**src/rtl/mux_pkg.sv**
```systemverilog
// Shared constants, forwarding-select encoding and width helper for the
// N:1 selector family.
package mux_pkg;

   localparam int DATA_W   = 32;
   localparam int NSRC_FWD = 4;

   typedef enum logic [1:0] {
      FWD_RF    = 2'd0,
      FWD_EXMEM = 2'd1,
      FWD_MEMWB = 2'd2,
      FWD_IMM   = 2'd3
   } fwd_sel_e;

   // Select width for n sources; never below 1 so a 1-bit select always exists.
   function automatic int clog2_min1(input int n);
      return (n <= 2) ? 1 : $clog2(n);
   endfunction

endpackage

```
**src/rtl/mux_n1_pipe_if.sv**
```systemverilog
// Handshake and data bundle between a producer-side master and the
// mux_n1_pipe stage.
interface mux_n1_pipe_if #(
   parameter int WIDTH = mux_pkg::DATA_W,
   parameter int NSRC  = mux_pkg::NSRC_FWD,
   parameter int CNTW  = 8
);

   logic                                    in_valid;
   logic                                    in_ready;
   logic [NSRC*WIDTH-1:0]                   src_data;
   logic [mux_pkg::clog2_min1(NSRC)-1:0]    sel;
   logic                                    out_valid;
   logic                                    out_ready;
   logic [WIDTH-1:0]                        out_data;
   logic                                    sel_err;
   logic [CNTW-1:0]                         stall_cnt;

   modport master (
      output in_valid, src_data, sel, out_ready,
      input  in_ready, out_valid, out_data, sel_err, stall_cnt
   );

   modport slave (
      input  in_valid, src_data, sel, out_ready,
      output in_ready, out_valid, out_data, sel_err, stall_cnt
   );

endinterface

```
**src/rtl/mux_n1_comb.sv**
```systemverilog
// Purely combinational indexed word select; an out-of-range index yields
// zero data and raises oor.
module mux_n1_comb
   import mux_pkg::*;
#(
   parameter int WIDTH = DATA_W,
   parameter int NSRC  = NSRC_FWD
) (
   input  logic [NSRC*WIDTH-1:0]          src_data,
   input  logic [clog2_min1(NSRC)-1:0]    sel,
   output logic [WIDTH-1:0]               data,
   output logic                           oor
);

   always_comb begin
      data = '0;
      oor  = 1'b1;
      for (int k = 0; k < NSRC; k++) begin
         if (32'(sel) == k) begin
            data = src_data[k*WIDTH +: WIDTH];
            oor  = 1'b0;
         end
      end
   end

endmodule

```
**src/rtl/mux_n1_pipe.sv**
```systemverilog
// N:1 word selector with a registered output stage, valid/ready handshake,
// flush, out-of-range flag and a saturating stall counter.
module mux_n1_pipe
   import mux_pkg::*;
#(
   parameter int WIDTH = DATA_W,
   parameter int NSRC  = NSRC_FWD,
   parameter int CNTW  = 8
) (
   input  logic         clk,
   input  logic         rst_n,
   input  logic         flush,
   mux_n1_pipe_if.slave bus
);

   logic [WIDTH-1:0] sel_data;
   logic             sel_oor;

   logic             out_valid_q, out_valid_d;
   logic [WIDTH-1:0] out_data_q,  out_data_d;
   logic             sel_err_q,   sel_err_d;
   logic [CNTW-1:0]  stall_cnt_q, stall_cnt_d;

   logic in_ready;
   logic accept;
   logic stalled;

   mux_n1_comb #(
      .WIDTH (WIDTH),
      .NSRC  (NSRC)
   ) u_sel (
      .src_data (bus.src_data),
      .sel      (bus.sel),
      .data     (sel_data),
      .oor      (sel_oor)
   );

   assign in_ready = ~out_valid_q | bus.out_ready;
   assign accept   = bus.in_valid & in_ready;
   assign stalled  = out_valid_q & ~bus.out_ready;

   always_comb begin
      out_valid_d = out_valid_q;
      out_data_d  = out_data_q;
      sel_err_d   = sel_err_q;
      stall_cnt_d = '0;
      if (flush) begin
         // Data is left as-is; only the valid/flag/counter state is dropped.
         out_valid_d = 1'b0;
         sel_err_d   = 1'b0;
      end else begin
         if (accept) begin
            out_valid_d = 1'b1;
            out_data_d  = sel_data;
            sel_err_d   = sel_oor;
         end else if (out_valid_q & bus.out_ready) begin
            out_valid_d = 1'b0;
            sel_err_d   = 1'b0;
         end
         if (stalled) begin
            stall_cnt_d = stall_cnt_q;
            if (stall_cnt_q != {CNTW{1'b1}}) begin
               stall_cnt_d = stall_cnt_q + 1'b1;
            end
         end
      end
   end

   always_ff @(posedge clk or negedge rst_n) begin
      if (!rst_n) begin
         out_valid_q <= 1'b0;
         out_data_q  <= '0;
         sel_err_q   <= 1'b0;
         stall_cnt_q <= '0;
      end else begin
         out_valid_q <= out_valid_d;
         out_data_q  <= out_data_d;
         sel_err_q   <= sel_err_d;
         stall_cnt_q <= stall_cnt_d;
      end
   end

   assign bus.in_ready  = in_ready;
   assign bus.out_valid = out_valid_q;
   assign bus.out_data  = out_data_q;
   assign bus.sel_err   = sel_err_q;
   assign bus.stall_cnt = stall_cnt_q;

endmodule

```
**src/flat_wrapper.sv**
```systemverilog
// flat-port wrapper written by rule: the top's interface ports become plain ports
module mux_n1_pipe_flat import mux_pkg::*;
#(
   parameter int WIDTH = DATA_W,
   parameter int NSRC  = NSRC_FWD,
   parameter int CNTW  = 8
)
  (clk, rst_n, flush, bus_in_valid, bus_src_data, bus_sel, bus_out_ready, bus_in_ready, bus_out_valid, bus_out_data, bus_sel_err, bus_stall_cnt);
  mux_n1_pipe_if #(.WIDTH(WIDTH), .NSRC(NSRC), .CNTW(CNTW)) bus_i ();
  input  logic clk;
  input  logic rst_n;
  input  logic flush;
  input wire logic [$bits(bus_i.in_valid)-1:0] bus_in_valid;
  input wire logic [$bits(bus_i.src_data)-1:0] bus_src_data;
  input wire logic [$bits(bus_i.sel)-1:0] bus_sel;
  input wire logic [$bits(bus_i.out_ready)-1:0] bus_out_ready;
  output wire logic [$bits(bus_i.in_ready)-1:0] bus_in_ready;
  output wire logic [$bits(bus_i.out_valid)-1:0] bus_out_valid;
  output wire logic [$bits(bus_i.out_data)-1:0] bus_out_data;
  output wire logic [$bits(bus_i.sel_err)-1:0] bus_sel_err;
  output wire logic [$bits(bus_i.stall_cnt)-1:0] bus_stall_cnt;
  assign bus_i.in_valid = bus_in_valid;
  assign bus_i.src_data = bus_src_data;
  assign bus_i.sel = bus_sel;
  assign bus_i.out_ready = bus_out_ready;
  assign bus_in_ready = bus_i.in_ready;
  assign bus_out_valid = bus_i.out_valid;
  assign bus_out_data = bus_i.out_data;
  assign bus_sel_err = bus_i.sel_err;
  assign bus_stall_cnt = bus_i.stall_cnt;
  mux_n1_pipe #(.WIDTH(WIDTH), .NSRC(NSRC), .CNTW(CNTW)) u_core (.clk(clk), .rst_n(rst_n), .flush(flush), .bus(bus_i));
endmodule
```
**config.mk**
```make
export PLATFORM = sky130hd
export DESIGN_NAME = mux_n1_pipe_flat
export DESIGN_NICKNAME = d
export VERILOG_FILES = /design/src/rtl/mux_pkg.sv /design/src/rtl/mux_n1_pipe_if.sv /design/src/rtl/mux_n1_comb.sv /design/src/rtl/mux_n1_pipe.sv /design/src/flat_wrapper.sv
export SDC_FILE = /design/constraint.sdc
export NUM_CORES = 1
export LEC_CHECK = 0
export ABC_AREA = 1
export BUFFER_PORTS_ARGS = -buffer_cell sky130_fd_sc_hd__buf_2
export CAP_MARGIN = 10
export CELL_PAD_IN_SITES_DETAIL_PLACEMENT = 0
export CELL_PAD_IN_SITES_GLOBAL_PLACEMENT = 1
export CORE_MARGIN = 1
export CORE_UTILIZATION = 27
export CTS_CLUSTER_DIAMETER = 60
export CTS_CLUSTER_SIZE = 20
export DETAILED_ROUTE_END_ITERATION = 7
export GPL_ROUTABILITY_DRIVEN = 0
export GPL_TIMING_DRIVEN = 1
export PLACE_DENSITY = 0.91
export SYNTH_ARGS = -nofsm -noshare
export SYNTH_HDL_FRONTEND = slang
export SYNTH_SLANG_ARGS = --single-unit
```
**constraint.sdc**
```tcl
create_clock -name clk -period 1.7 [get_ports clk]
set_input_delay 0.085 -clock clk [delete_from_list [all_inputs] [get_ports clk]]
set_output_delay 0.085 -clock clk [all_outputs]
set_load 0.05 [all_outputs]
```
### Yosys cells after proc, flatten, opt, wreduce, memory -nomap -nowiden

Index checks and enable logic that the tools add are counted.
W data, S select, Z words.

| storage, ports and cells | value |
|---|---|
| output and inout bits | 43 |
| logic and storage cells | 36 |
| register bits | 42 |
| bits of input ports | 135 |

| operators by class | value |
|---|---|
| equality and inequality tests | 5 |
| $add $sub $neg | 1 |
| reductions and logical operators | 3 |
| mux-type cells | 16 |
| bitwise logic cells | 7 |

Operator list:

| cell | number |
|---|---|
| $mux W32 | 4 |
| $mux W8 | 3 |
| $mux W1 | 9 |
| $add A8 B1 Y8 const B | 1 |
| $ne A8 B8 Y1 const B | 1 |
| $eq A2 B2 Y1 const B | 2 |
| $and A1 B1 Y1 | 3 |
| $ne A3 B3 Y1 const B | 1 |
| $not A1 Y1 | 3 |
| $reduce_bool A3 Y1 | 1 |
| $eq A2 B1 Y1 const B | 1 |
| $logic_not A2 Y1 | 1 |
| $reduce_and A2 Y1 | 1 |
| $or A1 B1 Y1 | 1 |

### Logic depth before layout (Yosys ltp)

Gate-level depths: netlist (run 1).

| logic depth | value |
|---|---|
| depth in word-level cells | 7 |
| gate-level depth with buffers | 8 |

### By module

Synthesis (run 1) repeated with hierarchy kept, for this count alone.

| unflattened totals | value |
|---|---|
| cell total of the unflattened synthesis | 395 |
| area, all modules | 2,930.3 µm² |

By module, submodules not included:

| module | times used | cells each | area an instance (µm²) |
|---|---|---|---|
| mux_n1_pipe | 1 | 207 | 1,950.6 |
| mux_n1_comb | 1 | 188 | 979.7 |

### Worst setup path after synthesis (run 1)

Ideal clock, no wire load.

| timing path | value |
|---|---|
| path type | register to register |
| start point | register u_core.out_valid_q, in the netlist u_core.bus.out_valid |
| end point | register u_core.out_data_q[0], in the netlist u_core.bus.out_data[0] |
| library setup time | 0.066 ns |
| setup slack | 0.044 ns |
| path buffers | 2 |
| required time | 1.634 ns |
| stages on the path, launching flop included | 7 |
| arrival | 1.590 ns |
| clock period less this slack | 1.656 ns |
| cell sequence | dfrtp_1 -> nand2_2 -> nand3b_1 -> buf_4 -> buf_2 -> nand2_1 -> nand2_1 |

| on the way | value |
|---|---|
| longest elaborated chain between the ends | 4 |

RTL lines:

| item | line | source |
|---|---|---|
| start, declared | mux_n1_pipe.sv:19 | `logic out_valid_q, out_valid_d;` |
| start signal, assigned | mux_n1_pipe.sv:76 | `out_valid_q <= out_valid_d;` |
| $not A1 Y1 | mux_n1_pipe.sv:38 | `assign in_ready = ~out_valid_q \| bus.out_ready;` |
| $or A1 B1 Y1 | mux_n1_pipe.sv:38 |  |
| named net bus_in_ready | flat_wrapper.sv:17 | `output wire logic [$bits(bus_i.in_ready)-1:0] bus_in_ready;` |
| $and A1 B1 Y1 | mux_n1_pipe.sv:39 | `assign accept = bus.in_valid & in_ready;` |
| $reduce_and A2 Y1 (no source line) | - |  |
| end signal, assigned | mux_n1_pipe.sv:77 | `out_data_q <= out_data_d;` |
| end, declared | mux_n1_pipe.sv:20 | `logic [WIDTH-1:0] out_data_q, out_data_d;` |

The timed path passes the listed nets, and every way through them passes these cells.
A chain may end at the register's enable or synchronous reset.

### Worst setup path in the final report (run 1)

| timing path | value |
|---|---|
| start point | register u_core.stall_cnt_q[0], in the netlist u_core.bus.stall_cnt[0] |
| end point | register u_core.stall_cnt_q[3], in the netlist u_core.bus.stall_cnt[3] |

| on the way | value |
|---|---|
| longest elaborated chain between the ends | 4 |

RTL lines:

| item | line | source |
|---|---|---|
| start, declared | mux_n1_pipe.sv:22 | `logic [CNTW-1:0] stall_cnt_q, stall_cnt_d;` |
| start signal, assigned | mux_n1_pipe.sv:79 | `stall_cnt_q <= stall_cnt_d;` |
| $add A8 B1 Y8 | mux_n1_pipe.sv:63 | `stall_cnt_d = stall_cnt_q + 1'b1;` |
| $mux W8 | mux_n1_pipe.sv:62 | `if (stall_cnt_q != {CNTW{1'b1}}) begin` |
| $mux W8 | mux_n1_pipe.sv:60 | `if (stalled) begin` |
| $mux W8 | mux_n1_pipe.sv:47 | `if (flush) begin` |

Several ways; a longest one is shown, not always the timed one. The select of a mux whose other input is x is not followed.

==> metrics.txt, run 1 <==
GRT overflow 0; clk root buf clkbuf_8; Clock Skew 0.00759 ns; largest net degree at the start of global routing 32; CP Class reg -> reg; setup TNS 0 ns; CTS resizes 0; r2r worst-path depth 7; met3 wire len 622 µm; first-pass GRT wire length 14,200 µm; drc violations 0; Leakage 2.09 nW; worst slack at placement 0.215 ns; Tot Pwr 3.05 mW; hold path depth 5; Synth Register Bits 42; Worst R2R Setup Slack 0.31 ns; Die H 101 µm; Warnings, synthesis 0; CP Data Required Time 1.93 ns; RR Startpoint u_core.bus.stall_cnt[0]; Hold Crit Endpoint u_core.bus.out_data[2]; Rows 35; Synth Cell Area 2670 µm²; Slew Limit Fails 0; clock tree buffer depth 2; Fillers 1,016; Die W 101 µm; Area Overhead vs Synth 42.3%; Clock transition at path regs 0.09 ns; DR vias/cell 4.55; final setup vio count 0; total CTS buffers 5; # IOs 178; CP startpoint kind register; worst-margin pin slew 0.582 ns; fin crit period 1.39 ns; Critical Path AT 1.62 ns; Initial Utilization 28.4%; Hold Fails Final Rpt 0; H-tree depth 2; hold_sp bus_src_data[66]; Worst slew margin 61.1%; pwr dens 803 nW/µm²; IO Port Bufs 177; die area 10,300 µm²; max frequency 717 MHz; initial antenna violation count 1; Reg2Reg Capture Point u_core.bus.stall_cnt[3]; status finished clean; drt pass-1 iters 4; Max FO, Critical Path 6; ys flop type dfrtp_1; Max Used Layer met5; drt total wl 8950 µm; FFs w/ async S/R, synth 100%; Worst VDD drop 0.283 mV; distinct cell type count after synthesis 26; vias in the first global route 3,068; ANT nets after route 0; via count 3,178; number of synthesized flops with an enable pin 0; setup bufs post-CTS 0; Synth Area per Inst 6.79 µm²; WL met1 3870 µm; Synth Instances 393; clk_lat worst skew 0.29 ns; # diodes 0; syn_nets 529; Hold WC Path Type in -> reg; gr usage total 17.8%; met2 wire length 4360 µm; Final #Nets 705; final worst slack 0.306 ns; # Max-Cap Violations 0; fraction of layout cells with a size suffix above 1 36.3%; final period utilization 82.0%; Sink Count 42; hpwl dp 6940 µm; Core Area 9420 µm²; RSZ-0062 raised after global routing no; post-synthesis sequential area ratio 39.4%; CP endpoint kind register; initial detailed-routing violation count 85; CTS tree done; drt wl/cell 12.8 µm
-- through the flow --
stage                     cells  cell area [µm²]  utilization, %  hold slack, ns
after CTS                   699             3800            40.3          0.0866
after global placement      690             3700            39.3          0.0631
after global routing        699             3800            40.3           0.104
final                       699             3800            40.3          0.0923
after floorplan             393             2670               -          -0.211
after detailed placement    690             3700            39.3          0.0698
-- synth_stat cells, types with 3 or more instances --
cell type  instances  area, µm²
a21oi_1            3       15.0
buf_2              6       30.0
buf_4              6       45.0
clkbuf_1           7       26.3
dfrtp_1           42       1050
inv_1              9       33.8
nand2_1          154        578
nand3_1           67        335
nor2_1            25       93.8
o21ai_0           31        155
or2_0             18        113
or2_1              7       43.8
-- metal layers --
metal | GRT usage (%) | vias to the layer above
li1 | - | 1615
met1 | 21.1 | 1418
met2 | 32.8 | 133
met3 | 3.66 | 10
met4 | 4.24 | 2
met5 | 0 | -
-- registers in the layout, indices dropped and copies added, names as in the netlist --
register and flops:
u_core.bus.out_data 32, u_core.bus.out_valid 1, u_core.bus.sel_err 1, u_core.bus.stall_cnt 8
-- final cells by class --
cell class | instances | area [µm²] | area share, %
Clock inverter | 3 | 21.3 | 0.560
Clock buffer | 5 | 68.8 | 1.81
Inverter | 10 | 37.5 | 0.988
Multi-Input combinational cell | 319 | 1450 | 38.2
Tap cell | 129 | 161 | 4.25
Sequential cell | 42 | 1050 | 27.7
Timing Repair Buffer | 191 | 1010 | 26.5
-- kinds of logic after synthesis --
family / count (synthesis) / synth area share, %
adder cells (fa/ha/maj): 1 / 0.469
flip-flops: 42 / 39.4
AND/OR/NAND/NOR: 283 / 47.3
buffers and inverters: 32 / 6.23
AO/OA/AOI/OAI: 35 / 6.65
-- power by group --
part	switching [mW]	total (mW)	internal, mW
clock	0.367	0.656	0.289
sequential	0.0771	1.21	1.13
combinational	0.840	1.19	0.347
total	1.28	3.05	1.77
-- worst max path at each step --
stage / startpoint / endpoint / cells after the start
after floorplan: u_core.bus.out_valid / u_core.bus.out_data[0] / 6
after global placement: bus_sel[0] / u_core.bus.out_data[3] / 5
after detailed placement: bus_sel[0] / u_core.bus.out_data[3] / 5
after CTS: u_core.bus.stall_cnt[0] / u_core.bus.stall_cnt[3] / 7
after global routing: u_core.bus.stall_cnt[0] / u_core.bus.stall_cnt[3] / 7
final: u_core.bus.stall_cnt[0] / u_core.bus.stall_cnt[3] / 7
-- critical path, stage by stage, from the launching register on --
cell     delay, ns
dfrtp_1       0.45
ha_1          0.20
nand2_1       0.10
nor2_2        0.17
nand2_1       0.17
nand3_1       0.10
nand2_1       0.05
nor2_1        0.09
-- what timing repair did --
| action | 4_1_cts | 5_1_grt |
|---|---|---|
| hold buffers | 1 | 0 |
| endpoints found under the setup margin | 0 | 0 |
| endpoints found under the hold margin | 18 | 0 |
-- placed cells by master (no fill, tap or decap), drive strengths merged --
cell type,n
o21ai,31
clkbuf,5
or2,27
a21oi,3
nand2,156
nand3b,1
clkinv,2
dlygate4sd3,1
nor2,29
o21bai,1
and3,1
buf,190
inv,10
nand4,1
nor3,1
clkinvlp,1
ha,1
nand3,67
dfrtp,42
Note: power is estimated with default switching activity, not from simulation.
==> inputs of run 2 (changes only) <==
--- a/config.mk
+++ b/config.mk
@@ -11,13 +11,13 @@
 export CELL_PAD_IN_SITES_DETAIL_PLACEMENT = 0
 export CELL_PAD_IN_SITES_GLOBAL_PLACEMENT = 1
 export CORE_MARGIN = 1
-export CORE_UTILIZATION = 27
+export CORE_UTILIZATION = 25
 export CTS_CLUSTER_DIAMETER = 60
 export CTS_CLUSTER_SIZE = 20
 export DETAILED_ROUTE_END_ITERATION = 7
 export GPL_ROUTABILITY_DRIVEN = 0
 export GPL_TIMING_DRIVEN = 1
-export PLACE_DENSITY = 0.91
+export PLACE_DENSITY = 0.89
 export SYNTH_ARGS = -nofsm -noshare
 export SYNTH_HDL_FRONTEND = slang
 export SYNTH_SLANG_ARGS = --single-unit
==> constraint.sdc (replaced) <==
create_clock -name clk -period 1.13 [get_ports clk]
set_input_delay 0.0565 -clock clk [delete_from_list [all_inputs] [get_ports clk]]
set_output_delay 0.0565 -clock clk [all_outputs]
set_load 0.05 [all_outputs]
==> run 2 against run 1 <==
The run now ends with setup timing left. Worst hold slack worse by 0.019 ns. Power grew 61%. Clock skew down 0.0059 ns. Clock power increased by 77%. Sequential cell count stayed put. Via count up 4.2%. First-iteration DRC count grew 140%. Critical path type unchanged. Largest cell class unchanged. Highest routed layer is now met4.
==> metrics.txt, run 2 (same netlist as run 1, synthesis figures left out) <==
H-tree depth 2; vias in the first global route 3,262; drc violations 0; grt met1 use 21.0%; hold_sp bus_out_ready; Cell Count, Final, Fillers Out 722; initial antenna violation count 0; initial detailed-routing violation count 204; Fillers 1,080; Worst VDD drop 0.557 mV; Worst slew margin 77.0%; met3 Track Usage GR 3.65%; # diodes 0; worst slack at placement -0.0486 ns; setup TNS -1.97 ns; Leakage 2.25 nW; Final #Nets 721; RSZ-0062 raised after global routing yes; final worst slack -0.0831 ns; Max FO, Critical Path 13; fraction of layout cells with a size suffix above 1 43.9%; fin crit period 1.21 ns; Worst Path Buf+Inv 2; clk_lat worst skew 0.29 ns; Hold WC Path Type in -> reg; CP startpoint kind register; crit path from u_core.bus.out_valid; met2 Use GR 33.5%; total CTS buffers 5; CP Class reg -> reg; Worst R2R Setup Slack -0.08 ns; commonest non-fill, non-tap cell in the layout buf_2; failing checks setup timing; cell family with most CP delay flip-flops; register area 1060 µm²; Hold Crit Endpoint u_core.bus.sel_err; gr usage total 18.0%; delay of the slowest critical-path stage 0.46 ns; GRT overflow 0; Initial Utilization 25.9%; Hold WS 0.0737 ns; status finished with violations; # IOs 178; via count 3,310; drt wl/cell 13.9 µm; most frequent CP cell nand2_1; Core Area 10,300 µm²; Largest register FFs 32; CP Data Required Time 1.32 ns; Area Overhead vs Synth 58.2%; Slowest cell on crit path dfrtp_2; Critical Path AT 1.40 ns; first-pass GRT wire length 15,800 µm; Slew Limit Fails 0; ANT nets after route 0; Reg2Reg Capture Point u_core.bus.out_data[14]; drt total wl 10,000 µm; Hold Fails Final Rpt 0; largest net degree at the start of global routing 43; RR Startpoint u_core.bus.out_valid; Die W 105 µm; Tot Pwr 4.91 mW; # placed instances 709; Final Cell Area 4230 µm²; crit path cell chain nand2_8 > nand3b_1 > buf_4 > clkbuf_16 > nand2_1 > nand2_1; DR vias/cell 4.58; CP endpoint kind register; final setup vio count 38; pwr dens 1160 nW/µm²; die area 11,100 µm²; Die H 105 µm; final period utilization 107%; final core utilization 40.9%; Rows 37; hold path depth 3; hpwl dp 7540 µm; # Max-Cap Violations 0; max frequency 824 MHz; IO Port Bufs 177; Clock transition at path regs 0.08 ns; Post-Place Cell Area 3930 µm²; Clock Skew 0.00173 ns; clk root buf clkbuf_8; most utilized layer in the global route result met2; Sink Count 42; area of the multi-input gates 1590 µm²; drt pass-1 iters 4; r2r worst-path depth 6; CTS tree done; leading cell types in the layout, fill and taps excluded buf_2 (172), nand2_1 (144), nand3_1 (61), dfrtp_1 (35), o21ai_0 (31); clock tree buffer depth 2; worst-margin pin slew 0.343 ns
==> run 2: changes by cell type in the layout (fill, tap and decap cells not counted), sizes merged <==
cell,previous run,this run
clkbuf,5,11
clkinv,2,0
buf,190,203
clkinvlp,1,0
==> run 2: power breakdown <==
group	switching, mW	internal, mW	total (mW)
Clock	0.540	0.618	1.16
Sequential	0.130	1.70	1.83
Combinational	1.31	0.607	1.92
Total	1.98	2.93	4.91
==> run 2: cell type report <==
class | count | share of cell area, %
clock buffer | 8 | 2.61
multi-input combinational | 319 | 37.7
sequential | 42 | 25.1
timing repair buffer | 207 | 29.7
tap | 136 | 4.03
inverter | 10 | 0.888
==> run 2: per-layer routing <==
metal  part of all wire [%]  up-vias
met2                     50      153
met3                    8.1       11
met4                    1.2        0
met1                     41     1497
li1                       -     1649
met5                      0        -
==> run 2: worst max path at each step <==
stage,to,cells past startpoint
6_report,u_core.bus.out_data[14],6
3_3_place_gp,u_core.bus.out_data[26],8
4_1_cts,bus_in_ready,2
2_1_floorplan,u_core.bus.stall_cnt[4],7
3_5_place_dp,u_core.bus.out_data[19],6
5_1_grt,u_core.bus.stall_cnt[3],7
==> run 2: repair_timing <==
action                     4_1_cts  5_1_grt
pin swaps                        2        6
resized for setup               10       27
setup endpoints to repair       35       44
hold buffers                     1        0
hold endpoints to repair        42        0
gates cloned                     0        2
setup buffers                    0        2
==> run 2: worst min-delay path, stage by stage <==
cell     delay, ns
buf_2         0.09
a21oi_1       0.05
and3_1        0.13
